**src/rtl/memaccess_seq.sv**
```systemverilog
// -----------------------------------------------------------------------------
// memaccess_seq
//
// Controller slice that sequences data-memory accesses for the LC3 MemAccess
// stage. It decodes the memory opcode and drives the 2-bit mem_state select
// that MemAccess consumes. It waits for dmem_ack on every access and walks
// LDI/STI through their extra indirection phase. When the access ends it
// reports completion and, for loads, a writeback enable.
//
// Ports:
//   clock        in   system clock, rising edge
//   reset        in   asynchronous, active-high reset
//   start        in   access request; only looked at in IDLE
//   opcode[3:0]  in   IR[15:12]; sampled together with start
//   dmem_ack     in   memory finished the current access this cycle
//   mem_state    out  MemAccess select: 00 RD, 01 IND, 10 WR, 11 IDLE
//   busy         out  high in any state other than IDLE
//   ind_ld       out  one-cycle pulse: latch the indirect address from memout
//   done         out  one-cycle completion pulse (success or timeout)
//   wb_en        out  one-cycle pulse with done, for successful loads only
//   err_timeout  out  sticky abort flag; cleared by the next accepted start
//
// Parameters:
//   ACK_TIMEOUT  most cycles to wait for dmem_ack in one access state
//                (1..255, and below 2**TO_W)
//   TO_W         width of the wait counter
//
// Build option:
//   MEMSEQ_ZERO_WAIT_EN  When defined, dmem_ack is ignored and every access
//                        state lasts exactly one cycle. The timeout path can
//                        never fire, so err_timeout stays 0.
//
// Every output comes from a flop. mem_state is the state register itself,
// because the state encoding matches the select code MemAccess expects.
// -----------------------------------------------------------------------------
module memaccess_seq #(
  parameter int unsigned ACK_TIMEOUT = 15,
  parameter int unsigned TO_W        = 8
) (
  input  logic       clock,
  input  logic       reset,
  input  logic       start,
  input  logic [3:0] opcode,
  input  logic       dmem_ack,
  output logic [1:0] mem_state,
  output logic       busy,
  output logic       ind_ld,
  output logic       done,
  output logic       wb_en,
  output logic       err_timeout
);

  // The state codes are the MemAccess select codes, so mem_state needs no
  // decode logic.
  typedef enum logic [1:0] {
    ST_RD   = 2'b00,
    ST_IND  = 2'b01,
    ST_WR   = 2'b10,
    ST_IDLE = 2'b11
  } state_t;

  localparam logic [3:0] OP_LD  = 4'b0010;
  localparam logic [3:0] OP_ST  = 4'b0011;
  localparam logic [3:0] OP_LDR = 4'b0110;
  localparam logic [3:0] OP_STR = 4'b0111;
  localparam logic [3:0] OP_LDI = 4'b1010;
  localparam logic [3:0] OP_STI = 4'b1011;

  localparam logic [TO_W-1:0] CNT_LAST = TO_W'(ACK_TIMEOUT - 1);
  localparam logic [TO_W-1:0] CNT_ONE  = TO_W'(1);

  state_t          state, state_nx;
  logic [TO_W-1:0] wait_cnt, wait_cnt_nx;
  logic            is_load, is_load_nx;
  logic            busy_nx, ind_ld_nx, done_nx, wb_en_nx, err_nx;

  // Opcode decode.
  state_t dec_state;
  logic   dec_valid;
  logic   dec_load;

  // Qualified acknowledge and timeout condition. The build option selects
  // how these are produced.
  logic acc_ack;
  logic timeout_hit;

`ifdef MEMSEQ_ZERO_WAIT_EN
  // Every access state is treated as acknowledged in its first cycle.
  // Because of that, the wait counter never advances and the timeout
  // branch cannot be reached.
  logic unused_ack;
  assign unused_ack  = dmem_ack;
  assign acc_ack     = 1'b1;
  assign timeout_hit = 1'b0;
`else
  assign acc_ack     = dmem_ack;
  // The timeout fires on the last allowed wait cycle. The counter therefore
  // stops there and never wraps.
  assign timeout_hit = (wait_cnt == CNT_LAST);
`endif

  // ---------------------------------------------------------------------------
  // Opcode decode. Non-memory opcodes are marked invalid, and start ignores them.
  // ---------------------------------------------------------------------------
  always_comb begin
    // NOTE: every signal assigned in a combinational block gets a default
    // first, so no path is left holding a value (which would infer a latch).
    dec_state = ST_IDLE;
    dec_valid = 1'b1;
    dec_load  = 1'b0;
    case (opcode)
      OP_LD, OP_LDR: begin
        dec_state = ST_RD;
        dec_load  = 1'b1;
      end
      OP_ST, OP_STR: begin
        dec_state = ST_WR;
      end
      OP_LDI: begin
        dec_state = ST_IND;
        dec_load  = 1'b1;
      end
      OP_STI: begin
        dec_state = ST_IND;
      end
      default: begin
        dec_valid = 1'b0;
      end
    endcase
  end

  // ---------------------------------------------------------------------------
  // Next-state and next-output logic.
  // ---------------------------------------------------------------------------
  always_comb begin
    state_nx    = state;
    wait_cnt_nx = wait_cnt;
    is_load_nx  = is_load;
    ind_ld_nx   = 1'b0;
    done_nx     = 1'b0;
    wb_en_nx    = 1'b0;
    err_nx      = err_timeout;

    case (state)
      ST_IDLE: begin
        // dmem_ack is ignored here. A start raised in the same cycle that
        // done is high lands in this branch and is accepted normally.
        if (start && dec_valid) begin
          state_nx    = dec_state;
          is_load_nx  = dec_load;
          wait_cnt_nx = '0;
          err_nx      = 1'b0;
        end
      end

      ST_IND: begin
        if (acc_ack) begin
          // The indirect pointer is now on memout. Go to the data phase.
          // is_load tells LDI (read) apart from STI (write).
          state_nx    = is_load ? ST_RD : ST_WR;
          ind_ld_nx   = 1'b1;
          wait_cnt_nx = '0;
        end else if (timeout_hit) begin
          state_nx = ST_IDLE;
          done_nx  = 1'b1;
          err_nx   = 1'b1;
        end else begin
          wait_cnt_nx = wait_cnt + CNT_ONE;
        end
      end

      default: begin  // ST_RD, ST_WR
        if (acc_ack) begin
          state_nx = ST_IDLE;
          done_nx  = 1'b1;
          wb_en_nx = is_load;
        end else if (timeout_hit) begin
          state_nx = ST_IDLE;
          done_nx  = 1'b1;
          err_nx   = 1'b1;
        end else begin
          wait_cnt_nx = wait_cnt + CNT_ONE;
        end
      end
    endcase

    busy_nx = (state_nx != ST_IDLE);
  end

  // ---------------------------------------------------------------------------
  // State and output registers. When reset is asserted during an access, the
  // access is dropped at once and no done is issued.
  // ---------------------------------------------------------------------------
  // NOTE: sequential state uses non-blocking assignments. All flops then
  // update together from values sampled before the edge.
  always_ff @(posedge clock or posedge reset) begin
    if (reset) begin
      state       <= ST_IDLE;
      wait_cnt    <= '0;
      is_load     <= 1'b0;
      busy        <= 1'b0;
      ind_ld      <= 1'b0;
      done        <= 1'b0;
      wb_en       <= 1'b0;
      err_timeout <= 1'b0;
    end else begin
      state       <= state_nx;
      wait_cnt    <= wait_cnt_nx;
      is_load     <= is_load_nx;
      busy        <= busy_nx;
      ind_ld      <= ind_ld_nx;
      done        <= done_nx;
      wb_en       <= wb_en_nx;
      err_timeout <= err_nx;
    end
  end

  assign mem_state = state;

endmodule
```
**config.mk**
```make
export PLATFORM = sky130hd
export DESIGN_NAME = memaccess_seq
export DESIGN_NICKNAME = d
export VERILOG_FILES = /design/src/rtl/memaccess_seq.sv
export SDC_FILE = /design/constraint.sdc
export NUM_CORES = 1
export LEC_CHECK = 0
export CAP_MARGIN = 20
export CORE_MARGIN = 1.5
export CORE_UTILIZATION = 55
export DETAILED_ROUTE_END_ITERATION = 7
export HOLD_SLACK_MARGIN = 0.15
export MAX_ROUTING_LAYER = met4
export PLACE_DENSITY_LB_ADDON = 0.1
export SLEW_MARGIN = 15
export SYNTH_ARGS = -nofsm -noshare
export SYNTH_HDL_FRONTEND = slang
export SYNTH_SLANG_ARGS = --single-unit
```
**constraint.sdc**
```tcl
create_clock -name clock -period 4.4 [get_ports clock]
set_input_delay 0.66 -clock clock [delete_from_list [all_inputs] [get_ports clock]]
set_output_delay 0.66 -clock clock [all_outputs]
set_load 0.1 [all_outputs]
```
Yosys cells after proc, flatten, opt, wreduce, memory -nomap -nowiden --
Cells that the tools add are included.
Operators by class: eq/ne operators 13, reductions and logical operators 11, add/sub/neg operators 1, muxes and demuxes 26
Operator list (count):
- $mux W8 | 4
- $pmux W8 S2 | 1
- $mux W1 | 13
- $mux W2 | 5
- $add A8 B1 Y8 const B | 1
- $eq A4 B2 Y1 const B | 2
- $eq A4 B3 Y1 const B | 2
- $eq A4 B4 Y1 const B | 2
- $eq A8 B4 Y1 const B | 1
- $reduce_or A2 Y1 | 4
- $pmux W2 S3 | 1
- $reduce_or A6 Y1 | 1
- $ne A2 B2 Y1 const B | 2
- $pmux W2 S2 | 1
- $reduce_and A2 Y1 | 2
- $ne A3 B1 Y1 const B | 1
- $reduce_and A3 Y1 | 1
- $reduce_or A3 Y1 | 1
- $eq A2 B1 Y1 const B | 1
- $eq A2 B2 Y1 const B | 1
- $ne A2 B1 Y1 const B | 1
- $pmux W1 S2 | 1
- $reduce_bool A2 Y1 | 1
- $logic_and A1 B1 Y1 | 1
Word-level totals: word-level logic and storage cells 59, input bits 8, register bits after elaboration 16

Longest topological paths before layout --
Gate-level depths: netlist (run 1).
depth in word-level cells 7, gate-level depth with buffers 6, depth with buffers taken out 5

Worst setup path after synthesis (run 1) --
No wires, ideal clock.
path type reg-to-reg, from reg state[1], in the netlist mem_state[1], to reg wait_cnt[4], required time 4.279 ns, cell stages (with the launch flop) 6, setup slack 2.345 ns, data arrival time 1.934 ns, path buffers 1, cells stage by stage dfstp_2 -> buf_2 -> nand2_4 -> o31a_4 -> a21o_1 -> a22o_1
Between the ends: word-level cells in the longest chain between the ends 3, elaborated cells between the ends (all ways) 6
Ends and longest elaborated chain:
- from (decl) | line 72 | state_t state, state_nx;
- from (signal assigned) | line 207 | state <= state_nx;
- $eq A2 B1 Y1 / $eq A2 B2 Y1 (equally long branches) | line 144 | case (state)
- $ne A3 B1 Y1 (no line) / $ne A2 B2 Y1 (equally long branches)
- $reduce_and A2 Y1 (no line)
- to (signal assigned) | line 208 | wait_cnt <= wait_cnt_nx;
- to (decl) | line 73 | logic [TO_W-1:0] wait_cnt, wait_cnt_nx;
Several ways; a longest one is shown, not always the timed one. A chain may end at the register's enable or synchronous reset.

Final worst setup path (run 1) --
from reg state[0], in the netlist mem_state[0], to out mem_state[0]
RTL lines:
- to (decl) | line 45 | output logic [1:0] mem_state,
No word-level cell between the ends.

==> results of run 1 <==
==> cells in the final DEF (no fill, tap or decap), drive strengths merged <==
cell type,synthesis,routed
a211o,1,1
a211oi,1,1
a21o,5,5
a21oi,3,3
a22o,3,3
a31oi,1,1
and2,3,3
and3,2,2
and3b,1,1
clkbuf,1,4
clkdlybuf4s50,0,14
dfrtp,14,14
dfstp,2,2
ha,2,2
inv,5,5
mux2,1,1
nand2,7,7
nand3,6,6
nand4,2,2
nand4b,1,1
nor2,9,9
nor2b,2,2
nor3,5,5
nor4,1,1
o211a,1,1
o211ai,1,1
o21a,1,1
o21ai,8,8
o2bb2ai,1,1
o31a,1,1
o31ai,1,1
or3,2,2
==> per-stage QoR <==
step | power [mW] | hold WS, ps | util [%] | cell area, um^2 | instances
after floorplan | 0.4575 | 463.4 | - | 915.9 | 97
after global placement | 0.5136 | 473.8 | 69.05 | 1052 | 123
after detailed placement | 0.5197 | 479.4 | 69.05 | 1052 | 123
after CTS | 0.6140 | 504.9 | 71.43 | 1089 | 127
after global routing | 0.6475 | 592.5 | 71.43 | 1089 | 127
final | 0.6124 | 506.4 | 71.43 | 1089 | 127
==> sequential cells by signal, indices dropped and copies added, names as in the netlist <==
signal,count
wait_cnt,8
mem_state,2
busy,1
done,1
ind_ld,1
is_load,1
wb_en,1
err_timeout,1
==> per-layer routing <==
| layer | wire [um] | vias to the layer above | track usage [%] | share of wire (%) |
|---|---|---|---|---|
| met5 | 0 | - | - | 0 |
| met4 | 22 | 0 | 5.455 | 1.3 |
| met3 | 55 | 4 | 3.750 | 3.3 |
| met2 | 776 | 18 | 32.35 | 46 |
| met1 | 821 | 362 | 29.21 | 49 |
| li1 | - | 381 | - | - |
==> logic make-up (layout without fill, tap and decap cells) <==
logic type / Yosys count / in the layout
AOI/OAI and AO/OA: 28 / 28
adders and majority gates: 2 / 2
muxes: 1 / 1
DFF: 16 / 16
buffers and inverters: 9 / 23
and+or+nand+nor: 41 / 41
==> how the worst max path moves through the flow <==
stage / depth (start not counted) / slack [ps] / end
2_1_floorplan: 5 / 2340 / wait_cnt[4]
3_3_place_gp: 1 / 1950 / mem_state[0]
3_5_place_dp: 1 / 1940 / mem_state[0]
4_1_cts: 1 / 1630 / mem_state[0]
5_1_grt: 1 / 1580 / mem_state[0]
6_report: 1 / 1630 / mem_state[0]
==> power breakdown <==
group	switching, mW	internal, mW
Sequential	0.0390	0.182
Combinational	0.200	0.0954
Clock	0.0455	0.0503
==> area by class of cell <==
class / instances / area [um^2] / share of cell area [%]
multi-input cells: 72 / 470.5 / 43.22
clock buffers: 4 / 36.28 / 3.333
inverters: 5 / 18.77 / 1.724
well taps: 16 / 20.02 / 1.839
repair buffers: 14 / 140.1 / 12.87
flip-flops and latches: 16 / 402.9 / 37.01
==> run_results.csv, run 1 <==
group,metric,value,unit
yosys,synth_area,915.9,um^2
sta,setup-violations-final,0,
detailed_routing,via_per_inst,6.024,
yosys,synth_top_area_share,38.25,%
sta,setup_ws,1630,ps
critical_path,crit_family,"buffers and inverters",
critical_path,crit_fanout,12,
critical_path,reg2reg_slack,2700,ps
critical_path,critPathArrivalTime,2110,ps
yosys,synth_compound_area_share,22.40,%
floorplan,boundaryPins,15,
place,dp.final_hpwl,1313,um
yosys,synth_commonest_cells,"dfrtp_1 (14), nor2_1 (9), o21ai_0 (7), nand2_1 (6), nand3_1 (6)",
global_routing,grt.total_usage,21.24,%
sta,skew,2.027,ps
power,powerDensity,562.6,mW/mm^2
clocking,clk-insertion-delay-late,280,ps
clocking,cts_hold_buf,0,
critical_path,critPathBufInv,1,
job,drv_cap,0,
sta,tns,0,ps
place,pre_cts_slack,1936,ps
global_routing,antenna_found_initial,0,
yosys,synth_top_family_by_area,"simple AND/OR/NAND/NOR gates",
detailed_routing,first_pass_iters,4,
global_routing,grt_pass1_vias,688,
critical_path,crit_type,"register to output port",
clocking,clockBufferDepth,2,
sta,rsz0062_at_grt,"no",
critical_path,cp_slowest_cell,"clkdlybuf4s50_1",
critical_path,r2r-start,"mem_state[0]",
detailed_routing,routed_wl,1675,um
sta,slew_violations,0,
clocking,numCtsBuffers,3,
critical_path,worstPathCellList,"clkdlybuf4s50_1",
yosys,synth.avg_cell_area,9.442,um^2
yosys,synthCells,97,
yosys,yosysSeqAreaShare,43.99,%
yosys,synth_most_common_cell,"dfrtp_1",
sta,period_needed,2770,ps
critical_path,critPathMaxStageDelay,1170,ps
place,place_congestion,0.7899,
finish,fillers,111,
critical_path,crit_path_end_kind,"output port",
clocking,cts_tree,"yes",
yosys,netlist-cell-type-count,36,
floorplan,start_util,60.10,%
status,status,"completed",
critical_path,worst_ep_required_time,3740,ps
detailed_routing,drc_errors,0,
critical_path,reg2reg_depth,4,
yosys,yosys.area_share.simple,25.00,%
sta,max_freq,0.3610,GHz
yosys,syn_nets,107,
worst_hold_path,hp-class,"register to register",
floorplan,die_h,43.81,um
clocking,cts.sinks,16,
place,numPortBuffers,14,
detailed_routing,vias,765,
sta,final-hold-violation-count,0,
floorplan,rows,14,
global_routing,grt_overflow,0,
clocking,root_buffer,"clkbuf_4",
finish,syn_to_final_growth,18.85,%
sta,period_share,62.96,%
clocking,post_cts_buffers,0,
yosys,synth_seq_cells,16,
sta,worst_pin_slew,967.9,ps
detailed_routing,post_drt_wl_per_cell,13.19,um
power,peakVddDrop,0.3215,mV
power,leakagePower,0.5048,nW
yosys,ys.flop_type,"dfrtp_1",
finish,antenna_cells,0,
detailed_routing,ant_nets,0,
global_routing,grt_pass1_wl,2960,um
clocking,htree_levels,1,
finish,layout.nets,122,
floorplan,coreArea,0.001524,mm^2
global_routing,grt_max_degree,17,
worst_hold_path,hp-start,"err_timeout",
finish,layout-drive-gt1-share,12.61,%
yosys,yosysTopAreaCell,"dfrtp_1",
detailed_routing,drt-initial-drc-count,24,
worst_hold_path,hold_path_depth,2,
floorplan,dieArea,0.001919,mm^2
yosys,synth_warnings,0,
yosys,synth-edff-count,0,
yosys,synthAdderAreaFrac,2.732,%
critical_path,cp-start-kind,"register",
yosys,synthTopCellsByArea,"dfrtp_1 (38%), dfstp_2 (5.7%), a21o_1 (4.1%)",
floorplan,die_w,43.81,um
yosys,synth-async-reset-ratio,100.0,%
yosys,yosys-mux-area-fraction,1.230,%
clocking,cts_resized,0,
critical_path,r2r-end,"wait_cnt[7]",
worst_hold_path,worstHoldEndpoint,"err_timeout",
yosys,synth_xor_area_share,0,%
critical_path,worstSetupStartpoint,"mem_state[0]",
clocking,cts.clk_slew.worst_paths,90,ps
sta,slew_headroom,35.27,%
Note: power is estimated with default switching activity, not from simulation.
==> run 2, diff against run 1 <==
--- a/config.mk
+++ b/config.mk
@@ -7,7 +7,7 @@
 export LEC_CHECK = 0
 export CAP_MARGIN = 20
 export CORE_MARGIN = 1.5
-export CORE_UTILIZATION = 55
+export CORE_UTILIZATION = 46
 export DETAILED_ROUTE_END_ITERATION = 7
 export HOLD_SLACK_MARGIN = 0.15
 export MAX_ROUTING_LAYER = met4
==> constraint.sdc (replaced) <==
create_clock -name clock -period 2.5 [get_ports clock]
set_input_delay 0.375 -clock clock [delete_from_list [all_inputs] [get_ports clock]]
set_output_delay 0.375 -clock clock [all_outputs]
set_load 0.1 [all_outputs]
==> run 2 against run 1 <==
  * Combinational power up 71%
  * Clock power increased by 84%
  * Worst setup slack worse by 820 ps
  * Largest cell class unchanged
  * Critical endpoint is now wait_cnt[5]
  * Largest power group unchanged
==> run_results.csv, run 2 (synthesis results as in run 1) <==
group,metric,value,unit
detailed_routing,via_per_inst,5.449,
critical_path,cp-start-kind,"register",
detailed_routing,first_pass_iters,4,
sta,setup-violations-final,0,
sta,final-hold-violation-count,0,
finish,multi_input_area,470.5,um^2
critical_path,cp_slowest_cell,"dfstp_2",
floorplan,start_util,50.83,%
job,drv_cap,0,
finish,top_register,"wait_cnt",
sta,period_share,67.66,%
place,numPortBuffers,14,
finish,antenna_cells,0,
finish,final_cell_mix,"dfrtp_1 (14), nor2_1 (9), o21ai_0 (7), clkdlybuf4s50_1 (7), buf_4 (7)",
clocking,post_cts_buffers,0,
critical_path,crit_family,"flip-flops",
global_routing,grt_pass1_wl,2891,um
floorplan,die_h,47.62,um
critical_path,crit_type,"register to register",
sta,tns,0,ps
detailed_routing,routed_wl,1780,um
global_routing,grt_max_degree,17,
finish,largest_reg_flops,8,
sta,skew,1.706,ps
global_routing,antenna_found_initial,0,
detailed_routing,ant_nets,0,
sta,period_needed,1691,ps
floorplan,boundaryPins,15,
clocking,cts_tree,"yes",
finish,final_common_cell,"dfrtp_1",
clocking,clk-insertion-delay-late,290,ps
critical_path,reg2reg_slack,810,ps
critical_path,worstPathCellList,"mux2_2 > o31a_4 > a21o_1 > a22o_1",
critical_path,critPathMaxStageDelay,670,ps
detailed_routing,post_drt_wl_per_cell,13.09,um
worst_hold_path,hp-class,"primary input to async pin",
clocking,cts_hold_buf,0,
place,place_congestion,0.8062,
power,peakVddDrop,0.5639,mV
clocking,cts_resized,0,
floorplan,dieArea,0.002268,mm^2
finish,layout-drive-gt1-share,18.92,%
finish,fillers,161,
sta,slew_headroom,59.51,%
power,leakagePower,0.5138,nW
critical_path,critPathArrivalTime,1880,ps
floorplan,coreArea,0.001802,mm^2
sta,rsz0062_at_grt,"no",
sta,worst_pin_slew,606.7,ps
place,dp.final_hpwl,1250,um
finish,syn_to_final_growth,18.17,%
finish,seq_area,402.9,um^2
sta,slew_violations,0,
clocking,clockBufferDepth,2,
critical_path,crit_path_end_kind,"register",
finish,layout.nets,122,
clocking,root_buffer,"clkbuf_4",
critical_path,worst_ep_required_time,2680,ps
detailed_routing,vias,741,
critical_path,critPathBufInv,0,
detailed_routing,drc_errors,0,
sta,max_freq,0.5912,GHz
status,status,"completed",
global_routing,grt.total_usage,19.58,%
detailed_routing,drt-initial-drc-count,20,
clocking,numCtsBuffers,3,
floorplan,die_w,47.62,um
critical_path,crit_fanout,12,
place,placedCellCount,132,
clocking,cts.clk_slew.worst_paths,100,ps
power,powerDensity,991.5,mW/mm^2
finish,final_cell_count_no_fill,136,
floorplan,rows,15,
global_routing,grt_pass1_vias,654,
global_routing,grt_overflow,0,
clocking,htree_levels,1,
clocking,cts.sinks,16,
run 2: changes by cell type in the layout (fill, tap and decap cells not counted), sizes merged:
| cell | before | now |
|---|---|---|
| buf | 0 | 7 |
| clkdlybuf4s50 | 14 | 7 |
run 2: final cells by class:
cell class	count	area share, %
sequential	16	37.23
tap	25	2.890
clock buffer	4	3.353
inverter	5	1.734
multi-input combinational	72	43.47
timing repair buffer	14	11.33
run 2: through the flow:
step / area [um^2] / util (%) / power, mW / hold slack [ps] / worst slack (ps)
3_5_place_dp: 1046 / 58.06 / 0.9020 / 483.6 / 602.6
4_1_cts: 1082 / 60.07 / 1.083 / 459.8 / 809.7
2_1_floorplan: 915.9 / - / 0.8053 / 287.3 / 444.8
5_1_grt: 1082 / 60.07 / 1.142 / 515.0 / 722.4
3_3_place_gp: 1046 / 58.06 / 0.8957 / 480.0 / 615.2
6_report: 1082 / 60.07 / 1.073 / 444.5 / 808.6
run 2: worst paths after layout:
check	from	end	cells after the start
max in group asynchronous	reset	wait_cnt[5]	2
worst min register to register	err_timeout	err_timeout	2
worst min-delay path	reset	wb_en	2
worst max register to register	mem_state[0]	wait_cnt[5]	4
worst max-delay path	mem_state[0]	wait_cnt[5]	4
min in group clock	err_timeout	err_timeout	2
run 2: routing by layer:
| layer | global-route usage, % | wire [um] | vias up |
|---|---|---|---|
| li1 | - | - | 383 |
| met1 | 27.55 | 943 | 343 |
| met2 | 26.76 | 748 | 13 |
| met4 | 9.730 | 12 | 0 |
| met5 | - | 0 | - |
| met3 | 3.774 | 75 | 2 |
run 2: report_power, final:
part           internal, mW  switching (mW)  leakage (nW)
Combinational         0.157           0.348         0.283
Clock                0.0886          0.0870        0.0210
Sequential            0.320          0.0726         0.209
Total                 0.566           0.508         0.514
